==> src/rtl/float2fix_pipe_if.sv <==
// Handshake bundle for float2fix_pipe: float request channel and fixed-point result channel.
// The master drives the request and out_ready; the slave (converter) drives the rest.
interface float2fix_pipe_if #(
    parameter int unsigned EXP_W = 8,
    parameter int unsigned MAN_W = 23,
    parameter int unsigned FIX_W = 32,
    parameter int unsigned POS_W = 5
);
    logic                   in_valid;
    logic                   in_ready;
    logic [EXP_W+MAN_W:0]   floatn;
    logic [POS_W-1:0]       fixposition;
    logic                   out_valid;
    logic                   out_ready;
    logic [FIX_W-1:0]       fixn;
    logic                   out_ovf;
    logic                   out_nan;
    logic                   out_inexact;

    modport master (
        output in_valid, floatn, fixposition, out_ready,
        input  in_ready, out_valid, fixn, out_ovf, out_nan, out_inexact
    );

    modport slave (
        input  in_valid, floatn, fixposition, out_ready,
        output in_ready, out_valid, fixn, out_ovf, out_nan, out_inexact
    );
endinterface

==> src/rtl/float2fix_pipe.sv <==
// 3-stage float to signed fixed-point converter: unpack/classify, align-shift, sign/saturate.
// Define F2F_ROUND_NEAREST_EN for round-half-to-even; otherwise the magnitude is truncated.
module float2fix_pipe #(
    parameter int unsigned EXP_W = 8,
    parameter int unsigned MAN_W = 23,
    parameter int unsigned FIX_W = 32,
    parameter int unsigned POS_W = 5
) (
    input logic              clk,
    input logic              rst_n,
    float2fix_pipe_if.slave  bus
);
    localparam int unsigned SW    = MAN_W + 1;
    localparam int unsigned LW    = FIX_W + 1;
    localparam int          BIAS  = (1 << (EXP_W - 1)) - 1;
    localparam int          MAN_I = int'(MAN_W);
    localparam int          SW_I  = int'(SW);
    localparam int          LW_I  = int'(LW);

    localparam logic [LW:0]      POS_LIM = {3'b000, {(FIX_W-1){1'b1}}};
    localparam logic [LW:0]      NEG_LIM = {3'b001, {(FIX_W-1){1'b0}}};
    localparam logic [FIX_W-1:0] POS_SAT = {1'b0, {(FIX_W-1){1'b1}}};
    localparam logic [FIX_W-1:0] NEG_SAT = {1'b1, {(FIX_W-1){1'b0}}};

    typedef enum logic [1:0] {ClsNorm, ClsZero, ClsInf, ClsNan} cls_e;

    logic adv;

    // S1 signals
    logic              sign_f;
    logic [EXP_W-1:0]  exp_f;
    logic [MAN_W-1:0]  man_f;
    logic [POS_W-1:0]  fp;
    cls_e              cls_d;
    logic signed [31:0] sh_d;

    logic              v1_q, sign1_q;
    cls_e              cls1_q;
    logic [SW-1:0]     sig1_q;
    logic signed [31:0] sh1_q;

    // S2 signals
    logic signed [31:0] top_pos, rsh;
    logic [2*SW-1:0]   rtmp;
    logic [LW-1:0]     mag_d;
    logic              big_d, guard_d, sticky_d;

    logic              v2_q, sign2_q, big2_q;
    cls_e              cls2_q;
    logic [LW-1:0]     mag2_q;
`ifdef F2F_ROUND_NEAREST_EN
    logic              guard2_q, sticky2_q;
`else
    logic              inx2_q;
`endif

    // S3 signals
    logic [LW:0]       m2;
    logic              inx2, sat;
    logic [FIX_W-1:0]  fixn_d;
    logic              ovf_d, nan_d, inx_d;

    logic              ov_q, ovf_q, nan_q, inx_q;
    logic [FIX_W-1:0]  fixn_q;

    // Whole pipe moves in lockstep; a stalled output freezes every stage.
    assign adv          = !ov_q || bus.out_ready;
    assign bus.in_ready = adv;

    assign {sign_f, exp_f, man_f} = bus.floatn;
    assign fp = bus.fixposition;

    always_comb begin
        cls_d = ClsNorm;
        if (exp_f == '0) begin
            cls_d = ClsZero;
        end else if (&exp_f) begin
            cls_d = (man_f == '0) ? ClsInf : ClsNan;
        end
        // Integer LSB weight of the significand: 2^(e - bias + fixposition - MAN_W).
        sh_d = $signed(32'(exp_f)) + $signed(32'(fp)) - BIAS - MAN_I;
    end

    always_ff @(posedge clk or negedge rst_n) begin
        if (!rst_n) begin
            v1_q    <= 1'b0;
            sign1_q <= 1'b0;
            cls1_q  <= ClsZero;
            sig1_q  <= '0;
            sh1_q   <= '0;
        end else if (adv) begin
            v1_q    <= bus.in_valid;
            sign1_q <= sign_f;
            cls1_q  <= cls_d;
            sig1_q  <= {1'b1, man_f};
            sh1_q   <= sh_d;
        end
    end

    always_comb begin
        top_pos  = MAN_I + sh1_q;
        rsh      = -sh1_q;
        big_d    = (cls1_q == ClsNorm) && (top_pos >= LW_I);
        mag_d    = '0;
        guard_d  = 1'b0;
        sticky_d = 1'b0;
        rtmp     = '0;
        if (cls1_q == ClsZero) begin
            sticky_d = |sig1_q[MAN_W-1:0];
        end else if (cls1_q == ClsNorm && !big_d) begin
            if (sh1_q >= 0) begin
                mag_d = LW'(sig1_q) << $unsigned(sh1_q);
            end else if (rsh > SW_I) begin
                // Hidden bit lies below the guard position: only sticky survives.
                sticky_d = 1'b1;
            end else begin
                rtmp     = {sig1_q, {SW{1'b0}}} >> $unsigned(rsh);
                mag_d    = LW'(rtmp[2*SW-1:SW]);
                guard_d  = rtmp[SW-1];
                sticky_d = |rtmp[SW-2:0];
            end
        end
    end

    always_ff @(posedge clk or negedge rst_n) begin
        if (!rst_n) begin
            v2_q      <= 1'b0;
            sign2_q   <= 1'b0;
            big2_q    <= 1'b0;
            cls2_q    <= ClsZero;
            mag2_q    <= '0;
`ifdef F2F_ROUND_NEAREST_EN
            guard2_q  <= 1'b0;
            sticky2_q <= 1'b0;
`else
            inx2_q    <= 1'b0;
`endif
        end else if (adv) begin
            v2_q      <= v1_q;
            sign2_q   <= sign1_q;
            big2_q    <= big_d;
            cls2_q    <= cls1_q;
            mag2_q    <= mag_d;
`ifdef F2F_ROUND_NEAREST_EN
            guard2_q  <= guard_d;
            sticky2_q <= sticky_d;
`else
            inx2_q    <= guard_d | sticky_d;
`endif
        end
    end

`ifdef F2F_ROUND_NEAREST_EN
    logic rnd_up;
    assign rnd_up = (cls2_q == ClsNorm) && guard2_q && (sticky2_q || mag2_q[0]);
    assign inx2   = guard2_q | sticky2_q;
    assign m2     = {1'b0, mag2_q} + (LW+1)'(rnd_up);
`else
    assign inx2   = inx2_q;
    assign m2     = {1'b0, mag2_q};
`endif

    always_comb begin
        fixn_d = '0;
        ovf_d  = 1'b0;
        nan_d  = 1'b0;
        inx_d  = 1'b0;
        sat    = big2_q || (sign2_q ? (m2 > NEG_LIM) : (m2 > POS_LIM));
        case (cls2_q)
            ClsNan:  nan_d = 1'b1;
            ClsZero: inx_d = inx2;
            ClsInf: begin
                ovf_d  = 1'b1;
                fixn_d = sign2_q ? NEG_SAT : POS_SAT;
            end
            default: begin
                inx_d = inx2;
                if (sat) begin
                    ovf_d  = 1'b1;
                    fixn_d = sign2_q ? NEG_SAT : POS_SAT;
                end else begin
                    fixn_d = sign2_q ? -m2[FIX_W-1:0] : m2[FIX_W-1:0];
                end
            end
        endcase
    end

    always_ff @(posedge clk or negedge rst_n) begin
        if (!rst_n) begin
            ov_q   <= 1'b0;
            fixn_q <= '0;
            ovf_q  <= 1'b0;
            nan_q  <= 1'b0;
            inx_q  <= 1'b0;
        end else if (adv) begin
            ov_q   <= v2_q;
            fixn_q <= fixn_d;
            ovf_q  <= ovf_d;
            nan_q  <= nan_d;
            inx_q  <= inx_d;
        end
    end

    assign bus.out_valid   = ov_q;
    assign bus.fixn        = fixn_q;
    assign bus.out_ovf     = ovf_q;
    assign bus.out_nan     = nan_q;
    assign bus.out_inexact = inx_q;
endmodule

==> src/flat_wrapper.sv <==
// flat-port wrapper written by rule: the top's interface ports become plain ports
module float2fix_pipe_flat 
#(
    parameter int unsigned EXP_W = 8,
    parameter int unsigned MAN_W = 23,
    parameter int unsigned FIX_W = 32,
    parameter int unsigned POS_W = 5
)
  (clk, rst_n, bus_in_valid, bus_floatn, bus_fixposition, bus_out_ready, bus_in_ready, bus_out_valid, bus_fixn, bus_out_ovf, bus_out_nan, bus_out_inexact);
  float2fix_pipe_if #(.EXP_W(EXP_W), .MAN_W(MAN_W), .FIX_W(FIX_W), .POS_W(POS_W)) bus_i ();
  input logic clk;
  input logic rst_n;
  input wire logic [$bits(bus_i.in_valid)-1:0] bus_in_valid;
  input wire logic [$bits(bus_i.floatn)-1:0] bus_floatn;
  input wire logic [$bits(bus_i.fixposition)-1:0] bus_fixposition;
  input wire logic [$bits(bus_i.out_ready)-1:0] bus_out_ready;
  output wire logic [$bits(bus_i.in_ready)-1:0] bus_in_ready;
  output wire logic [$bits(bus_i.out_valid)-1:0] bus_out_valid;
  output wire logic [$bits(bus_i.fixn)-1:0] bus_fixn;
  output wire logic [$bits(bus_i.out_ovf)-1:0] bus_out_ovf;
  output wire logic [$bits(bus_i.out_nan)-1:0] bus_out_nan;
  output wire logic [$bits(bus_i.out_inexact)-1:0] bus_out_inexact;
  assign bus_i.in_valid = bus_in_valid;
  assign bus_i.floatn = bus_floatn;
  assign bus_i.fixposition = bus_fixposition;
  assign bus_i.out_ready = bus_out_ready;
  assign bus_in_ready = bus_i.in_ready;
  assign bus_out_valid = bus_i.out_valid;
  assign bus_fixn = bus_i.fixn;
  assign bus_out_ovf = bus_i.out_ovf;
  assign bus_out_nan = bus_i.out_nan;
  assign bus_out_inexact = bus_i.out_inexact;
  float2fix_pipe #(.EXP_W(EXP_W), .MAN_W(MAN_W), .FIX_W(FIX_W), .POS_W(POS_W)) u_core (.clk(clk), .rst_n(rst_n), .bus(bus_i));
endmodule
==> config.mk <==
export PLATFORM = sky130hd
export DESIGN_NAME = float2fix_pipe_flat
export DESIGN_NICKNAME = d
export VERILOG_FILES = /design/src/rtl/float2fix_pipe_if.sv /design/src/rtl/float2fix_pipe.sv /design/src/flat_wrapper.sv
export SDC_FILE = /design/constraint.sdc
export NUM_CORES = 1
export LEC_CHECK = 0
export BUFFER_PORTS_ARGS = -buffer_cell sky130_fd_sc_hd__buf_4
export CAP_MARGIN = 40
export CORE_MARGIN = 3
export CORE_UTILIZATION = 45
export CTS_CLUSTER_DIAMETER = 50
export DETAILED_ROUTE_END_ITERATION = 12
export PLACE_DENSITY = 0.73
export SLEW_MARGIN = 20
export SYNTH_ARGS = -nofsm -noshare
export SYNTH_HDL_FRONTEND = slang
export SYNTH_SLANG_ARGS = --single-unit
==> constraint.sdc <==
create_clock -name clk -period 8.45 [get_ports clk]
set_input_delay 0.845 -clock clk [delete_from_list [all_inputs] [get_ports clk]]
set_output_delay 0.845 -clock clk [all_outputs]
set_load 0.01 [all_outputs]
==> results of run 1 <==
critical path, cell delays in order (launching register included):
cell      delay (ns)
dfrtp_2         0.35
buf_4           0.62
inv_1           0.41
ha_1            0.41
xor2_4          0.14
buf_4           0.44
mux4_2          0.60
mux4_2          0.47
inv_1           0.09
nor4bb_1        0.29
nor4_1          0.08
o31a_1          0.30
a311o_1         0.27
worst paths after layout:
kind | start | end | slack [ns] | depth (start not counted)
setup / recovery | u_core.sh1_q[0]$_DFFE_PN0P_ | u_core.inx2$_DFFE_PN0P_ | 3.84 | 12
hold / removal | rst_n | u_core.bus.fixn[8]$_DFFE_PN0P_ | 0.40 | 1
setup reg to reg | u_core.sh1_q[0]$_DFFE_PN0P_ | u_core.inx2$_DFFE_PN0P_ | 3.84 | 12
hold reg to reg | u_core.v2_q$_DFFE_PN0P_ | u_core.bus.out_valid$_DFFE_PN0P_ | 0.47 | 1
max in group asynchronous | rst_n | u_core.cls2_q[0]$_DFFE_PN1P_ | 6.84 | 3
min in group clk | u_core.v2_q$_DFFE_PN0P_ | u_core.bus.out_valid$_DFFE_PN0P_ | 0.47 | 1
state kept, by name, indices dropped and copies added (netlist names), 2 cells and up:
register         flops
u_core.bus.fixn     32
u_core.sig1_q       24
u_core.cls1_q        2
u_core.cls2_q        2
u_core.sh1_q        16
u_core.mag2_q       33
power breakdown:
part           leakage [nW]  switching (mW)  internal, mW
Clock                 0.274           0.291         0.401
Combinational          2.97            1.44         0.931
Sequential             1.48           0.225         0.728
Total                  4.73            1.95          2.06
per-stage QoR:
step / cells / worst slack (ns) / hold slack (ns)
after floorplan: 1249 / 4.28 / 0.430
final: 1546 / 3.84 / 0.395
after detailed placement: 1509 / 3.63 / 0.464
after global routing: 1546 / 3.69 / 0.441
after global placement: 1507 / 3.69 / 0.444
after CTS: 1541 / 3.61 / 0.402
metal layers:
layer | GRT usage, % | share of wire, % | routed length [um]
met5 | 0 | 0 | 0
met4 | 8.92 | 3.1 | 960
met3 | 4.93 | 8.8 | 2710
met2 | 40.0 | 46 | 14100
met1 | 35.2 | 42 | 13000
area by class of cell:
type	count	area, um2	area share, %
Clock buffer	20	467	4.20
Clock inverter	12	91.3	0.821
Inverter	23	86.3	0.776
Multi-Input combinational cell	997	6350	57.1
Sequential cell	119	2980	26.8
Tap cell	275	344	3.09
Timing Repair Buffer	100	800	7.19
logic make-up (layout without fill, tap and decap cells):
logic type	count (synthesis)	in the layout	share of synthesized area, %
adders and majority gates	14	14	1.85
DFF	119	119	30.2
AOI/OAI and AO/OA	379	379	24.3
buffers and inverters	133	155	5.52
and+or+nand+nor	480	480	23.2
xor gates and xnor gates	22	22	2.03
muxes	102	102	12.9
cells in the mapped netlist (21+ instances only):
library cell  count
a21oi_1         110
a22o_1           21
a31oi_1          21
clkbuf_1         77
dfrtp_1         117
mux2i_1          74
nand2_1         215
nand3_1          28
nor2_1           91
nor3_1           34
nor4_1           22
o21ai_0          92
layout by cell type (no fill, tap or decap), drive strengths merged, types with 5 or more instances in the layout:
cell / count
nand2: 218
dfrtp: 117
a21oi: 110
o21ai: 104
buf: 100
nor2: 91
mux2i: 74
nor3: 35
nand3: 29
nor4: 27
inv: 26
a31oi: 21
a22o: 21
clkbuf: 20
o22ai: 19
mux4: 19
nand4: 18
or3: 14
xnor2: 13
ha: 13
o211ai: 13
o31ai: 10
a211oi: 10
a21o: 9
nand2b: 9
mux2: 9
a22oi: 9
xor2: 9
nor3b: 8
a32oi: 7
a32o: 7
nor2b: 7
clkinv: 7
and3: 5
o21a: 5
a211o: 5
o221ai: 5
or4: 5
==> results_dict.tcl, run 1 <==
set metrics [dict create \
    status "finished, final reports clean" \
    min_period_ns 4.61 \
    postPlaceCellArea_um2 10500 \
    first_pass_iters 5 \
    grt.overflow.total 0 \
    numCtsBuffers 17 \
    cts_resized 0 \
    drive_gt1_share_pct 15.0 \
    postRouteAntennaNets 0 \
    fin_area_um2 11100 \
    syn_area_um2 9860 \
    synth_area_leaders "dfrtp_1 (30%), nand2_1 (8.2%), mux2i_1 (7.5%)" \
    crit_type "register to register" \
    synth-edff-count 0 \
    ys_seq_area_share_pct 30.2 \
    post_drt_wl_per_cell_um 19.9 \
    end_kind "register" \
    synth.net_count 1304 \
    ir_drop_mv 0.196 \
    cp_max_fo 66 \
    power_density_nw_per_um2 361 \
    initial_core_util_pct 46.3 \
    cts_tree "done" \
    ios 78 \
    finalSetupViolCount 0 \
    synthArstFlopShare_pct 100 \
    drt_iter0_markers 1207 \
    die_h_um 154 \
    ys.flop_type "dfrtp_1" \
    fmax_mhz 217 \
    ys_ff_latch 119 \
    report.final.slew_viol_count 0 \
    total_power_mw 4.01 \
    cp.required_ns 8.77 \
    cts_root_buffer "clkbuf_16" \
    finalClockSkew_ns 0.0169 \
    max-cap-violations 0 \
    yosysWarnings 0 \
    synth_top_area_share_pct 29.7 \
    ys_types 86 \
    clk-insertion-delay-late_ns 0.43 \
    grt_first_pass_wirelength_um 49500 \
    fin_crit_sh_pct 54.5 \
    cts_hold_buf 0 \
    fin_nets 1313 \
    tightest_slew_ns 0.929 \
    drt-total-wl_um 30800 \
    grt_max_degree 83 \
    cts_setup_buffers 0 \
    rows 53 \
    die-area_um2 23700 \
    cts.sink_count 119 \
    hold_path_class "primary input to async pin" \
    avgViaCountPerCell 6.38 \
    fin_setup_tns_ns 0 \
    area_delta_synth_final_pct 12.8 \
    slew_headroom_pct 38.0 \
    clk_pin_slew_ns 0.06 \
    rsz0062_at_grt "no" \
    htreeDepth 4 \
    nFillCells 2014 \
    avgSynthCellArea_um2 7.89 \
    antenna_found_initial 0 \
    netlist_instances 1249 \
    hpwl_um 22000 \
    die_w_um 154 \
    grt_pass1_vias 9108 \
    yosysTopAreaCell "dfrtp_1" \
    cp.arrival_ns 4.92 \
    hold_violations 0 \
    io_buffers 77 \
    start_kind "register" \
    cts_buffer_depth 2 \
    antenna_cells 0 \
    utilization_pct 52.2 \
    p_leak_nw 4.73 \
    vias 9859 \
    grt_usage_pct 25.5 \
    drc 0 \
    gp_congestion 1.02 \
    core_area_um2 21300 \
]
Power figures use the tool's default switching activity.
==> run 2: changes to the inputs <==
- PLACE_DENSITY: 0.73 -> 0.75
- clock period: 8.45 -> 4.05 ns (I/O delays scaled with it)
==> results_dict.tcl, run 2 (same netlist as run 1, synthesis figures left out) <==
set metrics [dict create \
    cts_root_buffer "clkbuf_16" \
    cp.required_ns 4.36 \
    fin_crit_sh_pct 91.5 \
    wl_met3_um 2690 \
    hpwl_um 23100 \
    drive_gt1_share_pct 15.7 \
    grt_first_pass_wirelength_um 52100 \
    fin_area_um2 11200 \
    drt-total-wl_um 32000 \
    timing.final.ws_setup_ns 0.342 \
    cts_buffer_depth 2 \
    grt_max_degree 51 \
    rsz0062_at_grt "no" \
    rows 53 \
    area_delta_synth_final_pct 14.0 \
    largest_register_ffs 33 \
    io_buffers 77 \
    end_kind "register" \
    antenna_cells 0 \
    nFillCells 1985 \
    seqCellArea_um2 2980 \
    final_cell_mix "nand2_1 (215), dfrtp_1 (116), buf_4 (111)" \
    postRouteAntennaNets 0 \
    min_period_ns 3.71 \
    ir_drop_mv 0.323 \
    wl_met1_um 13400 \
    whs_ns 0.183 \
    vias 10000 \
    hold_violations 0 \
    finalClockSkew_ns 0.0118 \
    report.final.slew_viol_count 0 \
    tightest_slew_ns 0.780 \
    max-cap-violations 0 \
    regMostFlops "u_core.mag2_q" \
    numCtsBuffers 17 \
    dp_slack_ns 0.462 \
    start_kind "register" \
    fmax_mhz 270 \
    status "finished, final reports clean" \
    first_pass_iters 6 \
    multiInputGateArea_um2 6350 \
    p_leak_nw 4.80 \
    crit_type "register to register" \
    total_power_mw 8.54 \
    highest_layer "met4" \
    cts.sink_count 119 \
    hold_path_class "primary input to register" \
    fin_setup_tns_ns 0 \
    die_w_um 154 \
    slew_headroom_pct 47.8 \
    cp.arrival_ns 4.01 \
    postPlaceCellArea_um2 10600 \
    grt.overflow.total 0 \
    post_drt_wl_per_cell_um 20.5 \
    fin_nets 1328 \
    power_density_nw_per_um2 761 \
    die-area_um2 23700 \
    grt_usage_pct 26.8 \
    placed_cells 1528 \
    ios 78 \
    htreeDepth 4 \
    instances_no_fill 1560 \
    utilization_pct 52.8 \
    finalSetupViolCount 0 \
    avgViaCountPerCell 6.43 \
    clk_pin_slew_ns 0.06 \
    cts_tree "done" \
    final_common_cell "nand2_1" \
    antenna_found_initial 0 \
    cp_max_fo 20 \
    drt_iter0_markers 1202 \
    grt_pass1_vias 9528 \
    drc 0 \
    clk-insertion-delay-late_ns 0.42 \
    gp_congestion 1.07 \
    initial_core_util_pct 46.3 \
    core_area_um2 21300 \
    die_h_um 154 \
    met2_length_um 14900 \
]
run 2: changes by cell type in the layout (fill, tap and decap cells not counted), sizes merged:
cell and change:
dlygate4sd3 +1, bufinv +2, buf +14, inv -5, clkbuf +2
run 2: worst max-delay path, stage by stage, from the launching register on:
cell	delay, ns
dfrtp_2	0.40
inv_1	0.08
ha_1	0.29
xor2_4	0.65
buf_4	0.36
mux2i_1	0.16
mux4_2	0.50
nor2_1	0.12
nand4_1	0.08
nor3_1	0.43
o211ai_1	0.15
a311o_1	0.37
run 2: cell type report:
| cell class | count | share of cell area (%) |
|---|---|---|
| Timing Repair Buffer | 115 | 7.98 |
| Inverter | 23 | 0.769 |
| Tap cell | 275 | 3.06 |
| Clock buffer | 22 | 4.22 |
| Sequential cell | 119 | 26.5 |
| Multi-Input combinational cell | 997 | 56.5 |
| Clock inverter | 9 | 0.891 |
run 2: worst paths after layout:
check	start	endpoint	slack [ns]	depth (start not counted)
worst min register to register	u_core.v2_q$_DFFE_PN0P_	u_core.v2_q$_DFFE_PN0P_	0.46	2
worst max register to register	u_core.sh1_q[0]$_DFFE_PN0P_	u_core.inx2$_DFFE_PN0P_	0.34	11
min in group asynchronous	rst_n	u_core.bus.fixn[15]$_DFFE_PN0P_	0.44	2
max in group asynchronous	rst_n	u_core.cls1_q[0]$_DFFE_PN1P_	2.97	3
worst min-delay path	bus_in_valid	u_core.v1_q$_DFFE_PN0P_	0.18	3
worst max-delay path	u_core.sh1_q[0]$_DFFE_PN0P_	u_core.inx2$_DFFE_PN0P_	0.34	11
run 2: per-layer routing:
layer | up-vias | GRT usage [%]
li1 | 4633 | -
met1 | 4794 | 37.2
met2 | 509 | 41.9
met3 | 89 | 4.95
met4 | 0 | 10.1
met5 | - | 0
run 2: power by group:
group / total, mW / switching [mW] / internal, mW
registers: 2.02 / 0.495 / 1.52
clock network: 1.49 / 0.545 / 0.944
logic: 5.04 / 3.03 / 2.01
run 2: repair_timing:
item / in CTS / in global routing
buffers inserted: 0 / 0
hold buffers: 1 / 0
gates resized for setup: 0 / 0
endpoints found under the hold margin: 22 / 0
